## src/rtl/detect_scheduler.sv

```systemverilog
// Round-robin scheduler sharing one serial 1-bit-count detector among NUM_REQ requesters.
// Session: CLEAR (1 cycle), RUN (one bit per cycle), REPORT (1-cycle Done pulse); all outputs registered.
module detect_scheduler #(
    parameter int NUM_REQ   = 4,
    parameter int ID_W      = 2,
    parameter int THRESHOLD = 3,
    parameter int MAX_BITS  = 16
) (
    input  logic               Clk,
    input  logic               Rst,
    input  logic [NUM_REQ-1:0] Req,
    input  logic [NUM_REQ-1:0] Data,
    output logic [NUM_REQ-1:0] Grant,
    output logic               Busy,
    output logic               Done,
    output logic               Hit,
    output logic               Aborted,
    output logic [ID_W-1:0]    Done_Id
);

    localparam int ONES_W = $clog2(THRESHOLD + 1);
    localparam int BITS_W = $clog2(MAX_BITS + 1);
    localparam logic [ONES_W-1:0] THR_C    = ONES_W'(THRESHOLD);
    localparam logic [BITS_W-1:0] MAX_C    = BITS_W'(MAX_BITS);
    localparam logic [ID_W-1:0]   LAST_RST = ID_W'(NUM_REQ - 1);

    typedef enum logic [1:0] {IDLE, CLEAR, RUN, REPORT} state_t;

    state_t              state_q, state_d;
    logic [ID_W-1:0]     winner_q, winner_d;
    logic [ID_W-1:0]     last_q, last_d;
    logic [ONES_W-1:0]   ones_q, ones_d;
    logic [BITS_W-1:0]   bits_q, bits_d;
    logic [NUM_REQ-1:0]  grant_q, grant_d;
    logic                busy_q, busy_d;
    logic                done_q, done_d;
    logic                hit_q, hit_d;
    logic                aborted_q, aborted_d;
    logic [ID_W-1:0]     done_id_q, done_id_d;
    logic                found;
    logic [ID_W-1:0]     cand;
    int                  idx;

    always_comb begin
        state_d   = state_q;
        winner_d  = winner_q;
        last_d    = last_q;
        ones_d    = ones_q;
        bits_d    = bits_q;
        hit_d     = 1'b0;
        aborted_d = 1'b0;
        found     = 1'b0;
        cand      = '0;
        idx       = 0;

        case (state_q)
            IDLE: begin
                if (|Req) begin
                    // Scan starts one past the previous winner so every requester gets a turn.
                    for (int i = 0; i < NUM_REQ; i++) begin
                        idx = int'(last_q) + 1 + i;
                        if (idx >= NUM_REQ) idx = idx - NUM_REQ;
                        cand = ID_W'(idx);
                        if (!found && Req[cand]) begin
                            found    = 1'b1;
                            winner_d = cand;
                        end
                    end
                    state_d = CLEAR;
                end
            end
            CLEAR: begin
                ones_d  = '0;
                bits_d  = '0;
                state_d = RUN;
            end
            RUN: begin
                // A dropped request ends the session before this cycle's bit is counted.
                if (!Req[winner_q]) begin
                    aborted_d = 1'b1;
                    state_d   = REPORT;
                end else begin
                    bits_d = bits_q + BITS_W'(1);
                    if (Data[winner_q] && ones_q != THR_C) ones_d = ones_q + ONES_W'(1);
                    if (ones_d == THR_C) begin
                        hit_d   = 1'b1;
                        state_d = REPORT;
                    end else if (bits_d == MAX_C) begin
                        state_d = REPORT;
                    end
                end
            end
            REPORT: begin
                last_d  = winner_q;
                state_d = IDLE;
            end
            default: state_d = IDLE;
        endcase

        busy_d    = (state_d != IDLE);
        done_d    = (state_d == REPORT);
        grant_d   = (state_d == CLEAR || state_d == RUN) ? (NUM_REQ'(1) << winner_d) : '0;
        done_id_d = done_d ? winner_d : '0;
    end

    always_ff @(posedge Clk) begin
        if (Rst) begin
            state_q   <= IDLE;
            winner_q  <= '0;
            last_q    <= LAST_RST;
            ones_q    <= '0;
            bits_q    <= '0;
            grant_q   <= '0;
            busy_q    <= 1'b0;
            done_q    <= 1'b0;
            hit_q     <= 1'b0;
            aborted_q <= 1'b0;
            done_id_q <= '0;
        end else begin
            state_q   <= state_d;
            winner_q  <= winner_d;
            last_q    <= last_d;
            ones_q    <= ones_d;
            bits_q    <= bits_d;
            grant_q   <= grant_d;
            busy_q    <= busy_d;
            done_q    <= done_d;
            hit_q     <= hit_d;
            aborted_q <= aborted_d;
            done_id_q <= done_id_d;
        end
    end

    assign Grant   = grant_q;
    assign Busy    = busy_q;
    assign Done    = done_q;
    assign Hit     = hit_q;
    assign Aborted = aborted_q;
    assign Done_Id = done_id_q;

endmodule

```

## config.mk

```make
export PLATFORM = sky130hd
export DESIGN_NAME = detect_scheduler
export DESIGN_NICKNAME = d
export VERILOG_FILES = /design/src/rtl/detect_scheduler.sv
export SDC_FILE = /design/constraint.sdc
export NUM_CORES = 1
export LEC_CHECK = 0
export CORE_ASPECT_RATIO = 1.1
export CORE_MARGIN = 3
export CORE_UTILIZATION = 32
export CTS_BUF_LIST = sky130_fd_sc_hd__clkbuf_4 sky130_fd_sc_hd__clkbuf_8 sky130_fd_sc_hd__clkbuf_16
export CTS_CLUSTER_DIAMETER = 80
export CTS_CLUSTER_SIZE = 8
export DETAILED_ROUTE_END_ITERATION = 8
export PLACE_DENSITY_LB_ADDON = 0.05
export SYNTH_ARGS = -nofsm -noshare
export SYNTH_HDL_FRONTEND = slang
export SYNTH_SLANG_ARGS = --single-unit
```

## constraint.sdc

```tcl
create_clock -name Clk -period 3.7 [get_ports Clk]
set_input_delay 0.555 -clock Clk [delete_from_list [all_inputs] [get_ports Clk]]
set_output_delay 0.555 -clock Clk [all_outputs]
set_load 0.01 [all_outputs]
```

==> summary.md <==
| Metric | Value |
|---|---|
| R2R Setup Slk | 1.00 ns |
| Fraction of synthesized cell area in xor and xnor cells | 0 |
| Worst reg2reg endpoint | Grant[3] |
| Worst VDD drop | about 0.15 mV |
| Post-CTS resize count | 0 |
| Setup violators final | 0 |
| Synth Instances | 162 |
| Worst Max-Slew Pin Slew | around 0.73 ns |
| Design Area, Final | 0.00169 mm2 |
| Critical Path Source | Data[3] |
| Setup TNS Final | 0 ns |
| Mapped Area | approximately 0.0014 mm2 |
| Initial antenna violation count | 0 |
| CTS tree | built |
| Synth Area in Compound Gates | 0.197 |
| Most area-hungry cell type in the Yosys netlist | dfxtp_1 |
| GP Congestion | slightly below 0.8 |
| Vias/cell | approximately 5.3 |
| Fill cells | 433 |
| Detail Route Antenna Nets | 0 |
| Mux share of post-synthesis cell area | 0.0669 |
| Antenna diodes | 0 |
| Syn avg cell area | around 8.7 um2 |
| Placed cell count | 227 |
| Worst Path Required | around 3.9 ns |
| Initial core utilization | 0.343 |
| WL final | roughly 3.3 mm |
| Critical Path Fanout Max | 4 |
| Grt ovf | 0 |
| Core ar. | between 0.004 and 0.005 mm2 |
| Area added between synthesis and finish | 20.6% |
| Via count | ~1200 |
| Adder-Cell Fraction of Synth Area | 0.0803 |
| First-pass GRT wire length | between 5 and 6 mm |
| Hold_ws | between 0.5 and 0.6 ns |
| Flops & latches, synth | 23 |
| Clk_lat worst skew | about 0.27 ns |
| Largest family of logic cells by synthesized area | simple AND/OR/NAND/NOR gates |
| Seq/Total Area, Yosys | 0.328 |
| Tcrit/Tclk final | 0.777 |
| RSZ-0062 raised after global routing | false |
| Num ports | 20 |
| Capture point of the worst path | Grant[3] |
| Crit path DAT | a little over 3 ns |
| Largest cells by area after synthesis | dfxtp_1, ha_1, nor2_1 |
| Hpwl dp | 2.44 mm |
| Startpoint Class | input pin |
| Relative slew slack | 0.512 |
| PwrDens | around 450 mW/mm2 |
| Commonest non-fill, non-tap cell in the layout | dfxtp_1 |
| Post-route DRC | 0 |
| Pins over their slew limit | 0 |
| DR WL/cell | roughly 14 um |
| Distinct cells, synth | 48 |
| Tmin final | 2.87 ns |
| Clock-pin transition on the worst setup and hold timing paths | approximately 0.080 ns |
| Clock Skew | between 0.003 and 0.004 ns |
| Ys flop type | dfxtp_1 |
| Final Hold Vio Count | 0 |
| Synth top area share | 0.328 |
| Cell Rows | 24 |
| Hold Crit Class | flip-flop to flip-flop |
| H-Tree Depth | 1 |
| Status | finished, final reports clean |
| Max Buffers Root-to-Sink | 2 |
| Layout cells sized above 1 | 0.0894 |
| Fin cells | about 230 |
| I/O Buffers | 19 |
| Syn_nets | 181 |
| DP Area | 0.00165 mm2 |
| Reg2reg path depth | 7 |
| Largest net degree at the start of global routing | 20 |
| Crit Reg-Reg Startpoint | winner_q[0] |
| Tot GR Track Use | 0.126 |
| Post-CTS Hold Fix Bufs | 0 |
| Root Buffer | clkbuf_8 |
| Number of DRC markers in iteration 0 | between 80 and 90 |
| Number of iterations in the first detailed-routing pass | 4 |
| MaxCap Viol Count | 0 |
| Final #Nets | about 200 |
| Synth Area in Simple Gates | 0.273 |
| Total Die Area | 0.00521 mm2 |
| Asr flop ratio synth | 0 |
| Post-CTS setup buffers | 0 |
| Clock sink count | 23 |
| Number of synthesized flops with an enable pin | 0 |
| DIE WIDTH | 69.1 um |
| CP endpoint kind | flip-flop |
| Die height | around 75 um |
| Commonest cells after routing, fill and taps aside | dfxtp_1, nor2_1, clkdlybuf4s50_1 |
| CTS Buf Count | 3 |
| P_leak | a little under 0.7 nW |
| Yosys Warn Count | 0 |
| Fmax | about 350 MHz |
| Via count of the first global-routing pass | 1168 |
| CP Class | input pin to flip-flop |
report_power, final:
| part | leakage, nW | internal, W | total, W | switching (W) |
|---|---|---|---|---|
| sequential | 0.187 | 0.000278 | 0.000307 | 0.0000288 |
| combinational | 0.480 | 0.000142 | 0.000296 | 0.000154 |
| clock | 0.0255 | 0.0000752 | 0.000159 | 0.0000834 |
registers in the layout, summed over array words and instances (netlist names):
name      flops
Grant         4
ones_q        2
winner_q      2
Busy          1
last_q        2
Done_Id       2
Hit           1
bits_q        5
state_q       2
Done          1
Aborted       1
area by class of cell:
cell class              instances  area, um2  share of cell area
clock buffers                   3       41.3              0.0244
clock inverters                 1       5.00             0.00296
multi-input cells             120        866               0.512
repair buffers                 23        220               0.130
flip-flops and latches         23        460               0.272
well taps                      52       65.1              0.0385
inverters                       9       33.8              0.0200
critical path: stages:
cell,delay (ns)
clkdlybuf4s50_1,0.40
mux4_2,0.49
nand2b_2,0.13
mux2_4,0.32
a221o_1,0.37
ha_1,0.31
or3b_1,0.37
nor3_1,0.14
layer usage:
metal | vias up | global-route usage | wire (um)
met1 | 585 | 0.146 | 1470
met2 | 16 | 0.239 | 1700
met4 | 0 | 0.0456 | 38
met5 | - | 0 | 0
met3 | 4 | 0.0211 | 92
li1 | 620 | - | -
stage by stage:
stage               setup slack [ns]   util  power, W
finish                         0.827  0.414  0.000762
global route                   0.748  0.414  0.000815
CTS                            0.827  0.414  0.000771
detailed placement             0.568  0.403  0.000609
global placement               0.593  0.403  0.000608
floorplan                       1.10      -  0.000512
synthesized netlist by cell type, types with 2 or more instances:
library cell / number
a211o_1: 2
a21oi_1: 12
a311oi_1: 2
a31oi_1: 3
and3_1: 2
and3b_1: 3
buf_2: 4
clkbuf_1: 6
dfxtp_1: 23
ha_1: 9
inv_1: 9
mux2i_1: 3
nand2_1: 9
nand2b_1: 7
nand3_1: 4
nand4_1: 2
nor2_1: 19
nor2b_1: 2
nor3_1: 7
nor3b_1: 4
nor4b_1: 2
o211a_1: 2
worst min-delay path by stage:
stage / start / endpoint / depth (start not counted)
after global placement: ones_q[0] / ones_q[0] / 2
after floorplan: bits_q[4] / bits_q[4] / 1
after detailed placement: ones_q[0] / ones_q[0] / 2
final: ones_q[0] / ones_q[0] / 2
after global routing: bits_q[4] / bits_q[4] / 1
after CTS: ones_q[0] / ones_q[0] / 2
kinds of logic (layout without fill, tap and decap cells):
group	after synthesis	in the layout
buffers and inverters	19	36
adders and majority gates	9	9
and+or+nand+nor	70	70
DFF	23	23
muxes	6	6
AOI/OAI and AO/OA	35	35
No activity file was read; power rests on OpenSTA's default activity.
